$ cat src/rtl/ula_pkg.sv
// Shared definitions for the 3-bit ALU and its accumulator controller.
// Latency: n/a (types and constants only).
// Backpressure: n/a.
package ula_pkg;

    localparam int ULA_WIDTH = 3;

    localparam logic [2:0] OP_ADD = 3'b000;
    localparam logic [2:0] OP_SUB = 3'b001;
    localparam logic [2:0] OP_AND = 3'b010;
    localparam logic [2:0] OP_OR  = 3'b011;
    localparam logic [2:0] OP_XOR = 3'b100;
    localparam logic [2:0] OP_NOT = 3'b101;
    localparam logic [2:0] OP_NEG = 3'b110;
    localparam logic [2:0] OP_DIV = 3'b111;

    typedef enum logic {
        ST_IDLE = 1'b0,
        ST_EXEC = 1'b1
    } state_t;

endpackage

$ cat src/rtl/ula_acc_ctrl.sv
// Accumulator controller feeding the ALU and capturing its result (optional ULA_ACC_DIV0_CHK_EN).
// Latency: load 1 cycle, ALU op 2 cycles (accept edge + capture edge).
// Backpressure: cmd_ready low only in EXEC; a held cmd_valid is taken on return to IDLE.
module ula_acc_ctrl
    import ula_pkg::*;
#(
    parameter int WIDTH = ULA_WIDTH
) (
    input  logic             clk,
    input  logic             rst_n,
    input  logic             cmd_valid,
    output logic             cmd_ready,
    input  logic             cmd_load,
    input  logic [2:0]       cmd_op,
    input  logic [WIDTH-1:0] cmd_data,
    output logic [WIDTH-1:0] alu_a,
    output logic [WIDTH-1:0] alu_b,
    output logic [2:0]       alu_sel,
    input  logic [WIDTH-1:0] alu_result,
    input  logic             alu_cout,
    output logic [WIDTH-1:0] acc,
    output logic             flag_c,
    output logic             flag_z,
    output logic             flag_e,
    output logic             done
);

    state_t           state_q, state_d;
    logic [WIDTH-1:0] acc_q, acc_d;
    logic [WIDTH-1:0] b_q, b_d;
    logic [2:0]       sel_q, sel_d;
    logic             c_q, c_d;
    logic             z_q, z_d;
    logic             done_q, done_d;
`ifdef ULA_ACC_DIV0_CHK_EN
    logic             e_q, e_d;
`endif

    always_comb begin
        state_d = state_q;
        acc_d   = acc_q;
        b_d     = b_q;
        sel_d   = sel_q;
        c_d     = c_q;
        z_d     = z_q;
        done_d  = 1'b0;
`ifdef ULA_ACC_DIV0_CHK_EN
        e_d     = e_q;
`endif
        case (state_q)
            ST_IDLE: begin
                if (cmd_valid) begin
                    if (cmd_load) begin
                        acc_d  = cmd_data;
                        c_d    = 1'b0;
                        z_d    = (cmd_data == '0);
                        done_d = 1'b1;
`ifdef ULA_ACC_DIV0_CHK_EN
                        e_d    = 1'b0;
`endif
                    end else begin
                        b_d     = cmd_data;
                        sel_d   = cmd_op;
                        state_d = ST_EXEC;
                    end
                end
            end
            ST_EXEC: begin
                state_d = ST_IDLE;
                done_d  = 1'b1;
`ifdef ULA_ACC_DIV0_CHK_EN
                // Divide by zero keeps acc/carry so software can retry with a valid divisor.
                if (sel_q == OP_DIV && b_q == '0) begin
                    e_d = 1'b1;
                    z_d = (acc_q == '0);
                end else begin
                    acc_d = alu_result;
                    c_d   = alu_cout;
                    z_d   = (alu_result == '0);
                    e_d   = 1'b0;
                end
`else
                acc_d = alu_result;
                c_d   = alu_cout;
                z_d   = (alu_result == '0);
`endif
            end
            default: state_d = ST_IDLE;
        endcase
    end

    always_ff @(posedge clk or negedge rst_n) begin
        if (!rst_n) begin
            state_q <= ST_IDLE;
            acc_q   <= '0;
            b_q     <= '0;
            sel_q   <= '0;
            c_q     <= 1'b0;
            z_q     <= 1'b0;
            done_q  <= 1'b0;
`ifdef ULA_ACC_DIV0_CHK_EN
            e_q     <= 1'b0;
`endif
        end else begin
            state_q <= state_d;
            acc_q   <= acc_d;
            b_q     <= b_d;
            sel_q   <= sel_d;
            c_q     <= c_d;
            z_q     <= z_d;
            done_q  <= done_d;
`ifdef ULA_ACC_DIV0_CHK_EN
            e_q     <= e_d;
`endif
        end
    end

    assign cmd_ready = (state_q == ST_IDLE);
    assign alu_a     = acc_q;
    assign alu_b     = b_q;
    assign alu_sel   = sel_q;
    assign acc       = acc_q;
    assign flag_c    = c_q;
    assign flag_z    = z_q;
    assign done      = done_q;
`ifdef ULA_ACC_DIV0_CHK_EN
    assign flag_e    = e_q;
`else
    assign flag_e    = 1'b0;
`endif

endmodule

$ cat config.mk
export PLATFORM = sky130hd
export DESIGN_NAME = ula_acc_ctrl
export DESIGN_NICKNAME = d
export VERILOG_FILES = /design/src/rtl/ula_pkg.sv /design/src/rtl/ula_acc_ctrl.sv
export SDC_FILE = /design/constraint.sdc
export NUM_CORES = 1
export LEC_CHECK = 0
export BUFFER_PORTS_ARGS = -buffer_cell sky130_fd_sc_hd__buf_2
export CAP_MARGIN = 5
export CORE_UTILIZATION = 45
export DETAILED_ROUTE_END_ITERATION = 12
export GPL_TIMING_DRIVEN = 0
export PLACE_DENSITY = 0.8
export RECOVER_POWER = 100
export SKIP_CTS_REPAIR_TIMING = 1
export SLEW_MARGIN = 20
export SYNTH_ARGS = -nofsm -noshare
export SYNTH_HDL_FRONTEND = slang
export SYNTH_SLANG_ARGS = --single-unit
$ cat constraint.sdc
create_clock -name clk -period 3.82 [get_ports clk]
set_input_delay 0 -clock clk [delete_from_list [all_inputs] [get_ports clk]]
set_output_delay 0 -clock clk [all_outputs]
set_load 0.05 [all_outputs]
==> results of run 1 <==
per-stage QoR:
stage / std cells / hold WS (ns) / area [µm²]
finish: 98 / 0.0158 / 813
floorplan: 43 / -0.296 / 584
global placement: 86 / -0.106 / 747
CTS: 90 / -0.399 / 773
detailed placement: 86 / -0.101 / 747
global route: 98 / 0.0259 / 813
area by class of cell:
class | instances | area [µm²] | area share [%]
tap | 14 | 17.5 | 2.15
sequential | 13 | 325 | 40.0
buffer | 5 | 33.8 | 4.15
timing repair buffer | 37 | 204 | 25.1
clock buffer | 4 | 26.3 | 3.23
inverter | 2 | 7.51 | 0.923
multi-input combinational | 23 | 199 | 24.5
cell usage in the layout (no fill, tap or decap), types with 2 or more instances in the layout:
cell type / netlist / routed
a31oi_1: 2 / 2
dfrtp_1: 13 / 13
mux2_2: 8 / 8
inv_1: 2 / 2
buf_2: 0 / 12
clkbuf_4: 0 / 3
buf_4: 4 / 4
clkbuf_1: 0 / 19
dlygate4sd3_1: 0 / 8
logic make-up (layout without fill, tap and decap cells):
group                  count (synthesis)  in the layout
other                                  1              1
AOI/OAI and AO/OA                      7              7
buffers and inverters                  7             48
DFF                                   13             13
and+or+nand+nor                        7              7
muxes                                  8              8
path summary, 6_finish.rpt:
check / startpoint / to / slack (ns) / cells past startpoint
worst min-delay path: alu_result[2] / acc[2] / 0.02 / 3
worst min register to register: alu_sel[1] / alu_sel[1] / 0.51 / 1
worst max register to register: state_q / alu_sel[0] / 1.93 / 3
worst max-delay path: state_q / alu_sel[0] / 1.93 / 3
min in group asynchronous: rst_n / flag_z / 0.27 / 2
max in group asynchronous: rst_n / alu_b[0] / 3.12 / 2
sequential cells by signal, summed over array words and instances (netlist names):
name,cells
acc,3
alu_b,3
alu_sel,3
done,1
flag_c,1
flag_z,1
state_q,1
per-layer routing:
layer  up-vias  wire length, µm  track usage (%)
met1       230              543             23.2
met3         4               84             5.81
met4         0               40             10.7
li1        235                -                -
met5         -                0                0
met2        25              593             25.0
power groups by stage:
stage / clock [mW] / combinational, mW / sequential (mW)
5_1_grt: 0.0938 / 0.178 / 0.172
6_report: 0.0835 / 0.170 / 0.169
2_1_floorplan: 0 / 0.0594 / 0.242
4_1_cts: 0.0856 / 0.173 / 0.169
3_5_place_dp: 0 / 0.173 / 0.171
3_3_place_gp: 0 / 0.171 / 0.170
Yosys cell counts, drive strengths merged:
cell type  count  area (µm²)
dfrtp         13         325
a211oi         1        7.51
conb           1        3.75
buf            5        41.3
nand2          1        3.75
o221a          1        11.3
a21bo          1        10.0
nor2b          1        6.26
nor3b          1        18.8
a21o           1        7.51
inv            2        7.51
o21ai          1        5.00
nand4bb        1        11.3
a31oi          2        12.5
nand3          1        5.00
or4b           1        10.0
or4            1        7.51
mux2           8        90.1
critical path, stage by stage, from the launching register on:
cell,delay [ns]
dfrtp_1,0.37
clkbuf_1,0.21
nor3b_1,0.79
mux2_2,0.42
==> run_results.csv, run 1 <==
group,metric,value,unit
outcome,status,"completed",
global_route,grt_pass1_wl,1670,µm
cts,h-tree-depth,1,
layout,n_antenna_cell,0,
sta,rsz0062_at_grt,"no",
power_and_ir_drop,irDropWorstVdd,0.299,mV
cts,clock_latency,0.27,ns
placement,dpl_worst_slack,2.46,ns
route,detail-route-antenna-nets,0,
global_route,grt_overflow,0,
logic_synthesis,synth_warnings,0,
global_route,grt.total_usage,17.6,%
floorplanning,ioPinCount,31,
route,routedWlPerCell,12.9,µm
worst_setup_path,critical_path.endpoint_type,"flip-flop",
worst_setup_path,path_max_fanout,10,
hold_path,min_path_type,"input port to flip-flop",
logic_synthesis,synthDistinctLibCells,19,
logic_synthesis,synthXorXnorAreaFrac,0,%
logic_synthesis,synth.avg_cell_area,13.6,µm²
logic_synthesis,yosysSeqAreaShare,55.7,%
route,drc_errors,0,
worst_setup_path,startpoint_type,"flip-flop",
power_and_ir_drop,p_leak,0.361,nW
global_route,grt_pass1_vias,366,
sta,fin_ws,1.93,ns
cts,clk_pin_slew,0.08,ns
route,via_count,494,
route,drt_wl_total,1260,µm
layout,fin_nets,99,
floorplanning,core_area,0.00116,mm²
sta,post-route-min-period,1.89,ns
power_and_ir_drop,finalPower,0.422,mW
sta,setup_viol,0,
sta,max_freq,528,MHz
cts,cts_buffer_depth,2,
sta,relSlewSlack,40.3,%
placement,dp_hpwl,844,µm
cts,cts.sinks,13,
global_route,antenna_found_initial,0,
worst_setup_path,critPathArrivalTime,2.06,ns
logic_synthesis,synthAdderAreaFrac,0,%
floorplanning,die_x,38.0,µm
floorplanning,start_util,50.5,%
floorplanning,dieArea,0.00145,mm²
placement,portBuffers,29,
sta,finalHoldViolations,0,
worst_setup_path,crit_required,3.98,ns
power_and_ir_drop,internal_power,0.244,mW
sta,worstMarginPinSlew,0.894,ns
layout,syn_to_final_growth,39.2,%
logic_synthesis,synth-seq-cells,13,
floorplanning,die_y,38.0,µm
logic_synthesis,synth_area,584,µm²
logic_synthesis,synth_compound_area_share,9.21,%
power_and_ir_drop,combPwrFrac,40.2,%
route,drtIter0Drc,5,
sta,slew_viol_final,0,
logic_synthesis,syn-instance-count,43,
run,max_cap_violations,0,
power_and_ir_drop,power_frac_seq,40.0,%
power_and_ir_drop,p_sw_share,42.3,%
worst_setup_path,critical_path_class,"flip-flop to flip-flop",
cts,cts_root_buf,"clkbuf_4",
sta,clock_skew,0.00328,ns
power_and_ir_drop,p_switching,0.179,mW
sta,finalCritPeriodShare,49.6,%
logic_synthesis,synthMuxAreaShare,15.4,%
layout,utilization,70.3,%
layout,num-fill-cells,92,
cts,numCtsBuffers,3,
logic_synthesis,synth_top_family_by_area,"multiplexers",
sta,fin_tns_setup,0,ns
route,viasPerCell,5.04,
logic_synthesis,synthSimpleGateAreaFrac,10.7,%
power_and_ir_drop,pwr-share-clk,19.8,%
power_and_ir_drop,p_per_area,519,mW/mm²
global_route,grt_max_degree,14,
cts,cts_tree,"built",
route,drt-pass1-iter-count,4,
layout,drive_above_1_share,34.5,%
floorplanning,row_count,12,
placement,place.gp.congestion,0.722,
logic_synthesis,syn_nets,57,
Power figures use the tool's default switching activity.
==> run 2, diff against run 1 <==
--- a/config.mk
+++ b/config.mk
@@ -7,10 +7,10 @@
 export LEC_CHECK = 0
 export BUFFER_PORTS_ARGS = -buffer_cell sky130_fd_sc_hd__buf_2
 export CAP_MARGIN = 5
-export CORE_UTILIZATION = 45
+export CORE_UTILIZATION = 38
 export DETAILED_ROUTE_END_ITERATION = 12
 export GPL_TIMING_DRIVEN = 0
-export PLACE_DENSITY = 0.8
+export PLACE_DENSITY = 0.72
 export RECOVER_POWER = 100
 export SKIP_CTS_REPAIR_TIMING = 1
 export SLEW_MARGIN = 20
==> constraint.sdc (replaced) <==
create_clock -name clk -period 1.5 [get_ports clk]
set_input_delay 0 -clock clk [delete_from_list [all_inputs] [get_ports clk]]
set_output_delay 0 -clock clk [all_outputs]
set_load 0.05 [all_outputs]
==> run 2 against run 1 <==
  * Final cell count is 1.0% higher
  * Maximum frequency increased by 39%
  * Largest cell class unchanged
  * Flip-flop and latch count unchanged
  * Combinational power rose to 2.6 times the previous value
  * Routed wire length decreased by 8.6%
  * First-iteration DRC count fell by 20%
  * Non-clock buffer count is the same
  * Critical path type unchanged
  * Sequential share of layout area is 1.1 points lower
  * Clock power grew to 2.6 times the previous value
==> run_results.csv, run 2 (synthesized netlist as in run 1, its figures left out) <==
group,metric,value,unit
outcome,status,"completed",
route,drc_errors,0,
floorplanning,core_area,0.00137,mm²
placement,place.gp.congestion,0.704,
route,drtIter0Drc,4,
sta,relSlewSlack,54.5,%
floorplanning,die_y,41.2,µm
floorplanning,die_x,41.2,µm
cts,clock_latency,0.28,ns
sta,post-route-min-period,1.37,ns
global_route,grt_max_degree,14,
cts,clk_pin_slew,0.08,ns
worst_setup_path,critPathArrivalTime,1.53,ns
power_and_ir_drop,p_leak,0.375,nW
cts,cts.sinks,13,
global_route,grt_pass1_wl,1460,µm
route,detail-route-antenna-nets,0,
route,drt_wl_total,1150,µm
placement,portBuffers,29,
power_and_ir_drop,p_per_area,1290,mW/mm²
global_route,antenna_found_initial,0,
hold_path,min_path_cells,3,
worst_setup_path,r2r_end,"alu_b[0]",
sta,finalCritPeriodShare,91.0,%
sta,slew_viol_final,0,
sta,hold_ws,0.00983,ns
sta,rsz0062_at_grt,"no",
worst_setup_path,crit_required,1.67,ns
hold_path,min_path_type,"input port to flip-flop",
worst_setup_path,worstRegToRegCells,3,
sta,fin_tns_setup,0,ns
hold_path,hold_path.startpoint,"alu_result[2]",
cts,cts_root_buf,"clkbuf_4",
worst_setup_path,critical_path_class,"flip-flop to flip-flop",
run,max_cap_violations,0,
worst_setup_path,rrSetupSlack,0.13,ns
route,via_count,477,
layout,syn_to_final_growth,43.0,%
sta,setup_viol,0,
cts,h-tree-depth,1,
layout,n_antenna_cell,0,
layout,fin_nets,99,
worst_setup_path,rr_startpoint,"state_q",
cts,cts_tree,"built",
layout,drive_above_1_share,39.3,%
global_route,grt.total_usage,14.6,%
floorplanning,dieArea,0.00170,mm²
global_route,grt_overflow,0,
sta,clock_skew,0.00291,ns
floorplanning,ioPinCount,31,
sta,worstMarginPinSlew,0.682,ns
worst_setup_path,path_max_fanout,10,
sta,fin_ws,0.135,ns
power_and_ir_drop,irDropWorstVdd,0.698,mV
placement,dpl_worst_slack,0.123,ns
floorplanning,start_util,42.8,%
floorplanning,row_count,13,
route,routedWlPerCell,11.6,µm
cts,cts_buffer_depth,2,
cts,numCtsBuffers,3,
worst_setup_path,startpoint_type,"flip-flop",
sta,max_freq,733,MHz
worst_setup_path,critical_path.endpoint_type,"flip-flop",
layout,most-common-layout-cells,"clkbuf_1 (16), dfrtp_1 (13), buf_2 (12)",
hold_path,worstHoldEndpoint,"acc[2]",
sta,finalHoldViolations,0,
layout,num-fill-cells,129,
layout,final_common_cell,"clkbuf_1",
placement,dp_hpwl,816,µm
global_route,grt_pass1_vias,339,
route,drt-pass1-iter-count,4,
route,viasPerCell,4.82,
==> run 2: cell types whose count changed in the layout (fill, tap and decap cells not counted) <==
| cell | delta |
|---|---|
| clkinv_2 | +1 |
| clkbuf_2 | +1 |
| nor3b_1 | -1 |
| buf_6 | +1 |
| clkbuf_1 | -3 |
| nor3b_4 | +1 |
==> run 2: metrics by stage <==
stage          util [%]  cell area [µm²]  power [mW]  cells
2_1_floorplan         -              584       0.768     43
3_3_place_gp       54.8              748       0.869     87
3_5_place_dp       54.8              748       0.874     87
4_1_cts            56.8              776        1.09     91
5_1_grt            61.2              836        1.14     99
6_report           61.2              836        1.08     99
==> run 2: worst max-delay path by stage <==
stage | startpoint | to | slack (ns) | depth (start not counted)
after floorplan | state_q | alu_b[0] | 0.23 | 3
after global placement | state_q | alu_b[0] | 0.14 | 3
after detailed placement | state_q | alu_b[0] | 0.12 | 3
after CTS | state_q | alu_b[0] | 0.11 | 3
after global routing | state_q | alu_b[0] | 0.06 | 3
final | state_q | alu_b[0] | 0.13 | 3
==> run 2: where the power goes <==
group / switching [mW] / total [mW] / internal, mW / leakage (nW)
Sequential: 0.0267 / 0.429 / 0.402 / 0.155
Combinational: 0.315 / 0.435 / 0.120 / 0.203
Clock: 0.114 / 0.213 / 0.0990 / 0.0177
Total: 0.456 / 1.08 / 0.621 / 0.375
==> run 2: final cells by class <==
| class | count | area (µm²) | share of cell area, % |
|---|---|---|---|
| Timing Repair Buffer | 37 | 205 | 24.6 |
| Tap cell | 15 | 18.8 | 2.25 |
| Sequential cell | 13 | 325 | 38.9 |
| Buffer | 5 | 41.3 | 4.94 |
| Clock inverter | 1 | 5.00 | 0.599 |
| Clock buffer | 3 | 22.5 | 2.69 |
| Inverter | 2 | 7.51 | 0.898 |
| Multi-Input combinational cell | 23 | 210 | 25.1 |
==> run 2: worst max-delay path, cell delays in order (launching register included) <==
cell	delay, ns
dfrtp_1	0.38
buf_6	0.14
nor3b_4	0.36
mux2_2	0.38
==> run 2: metal layers <==
layer | GRT usage (%) | vias up | share of wire, %
li1 | - | 237 | -
met1 | 19.3 | 217 | 43
met2 | 18.8 | 21 | 48
met3 | 8.15 | 2 | 8.2
met4 | 7.26 | 0 | 0.87
met5 | 0 | - | 0
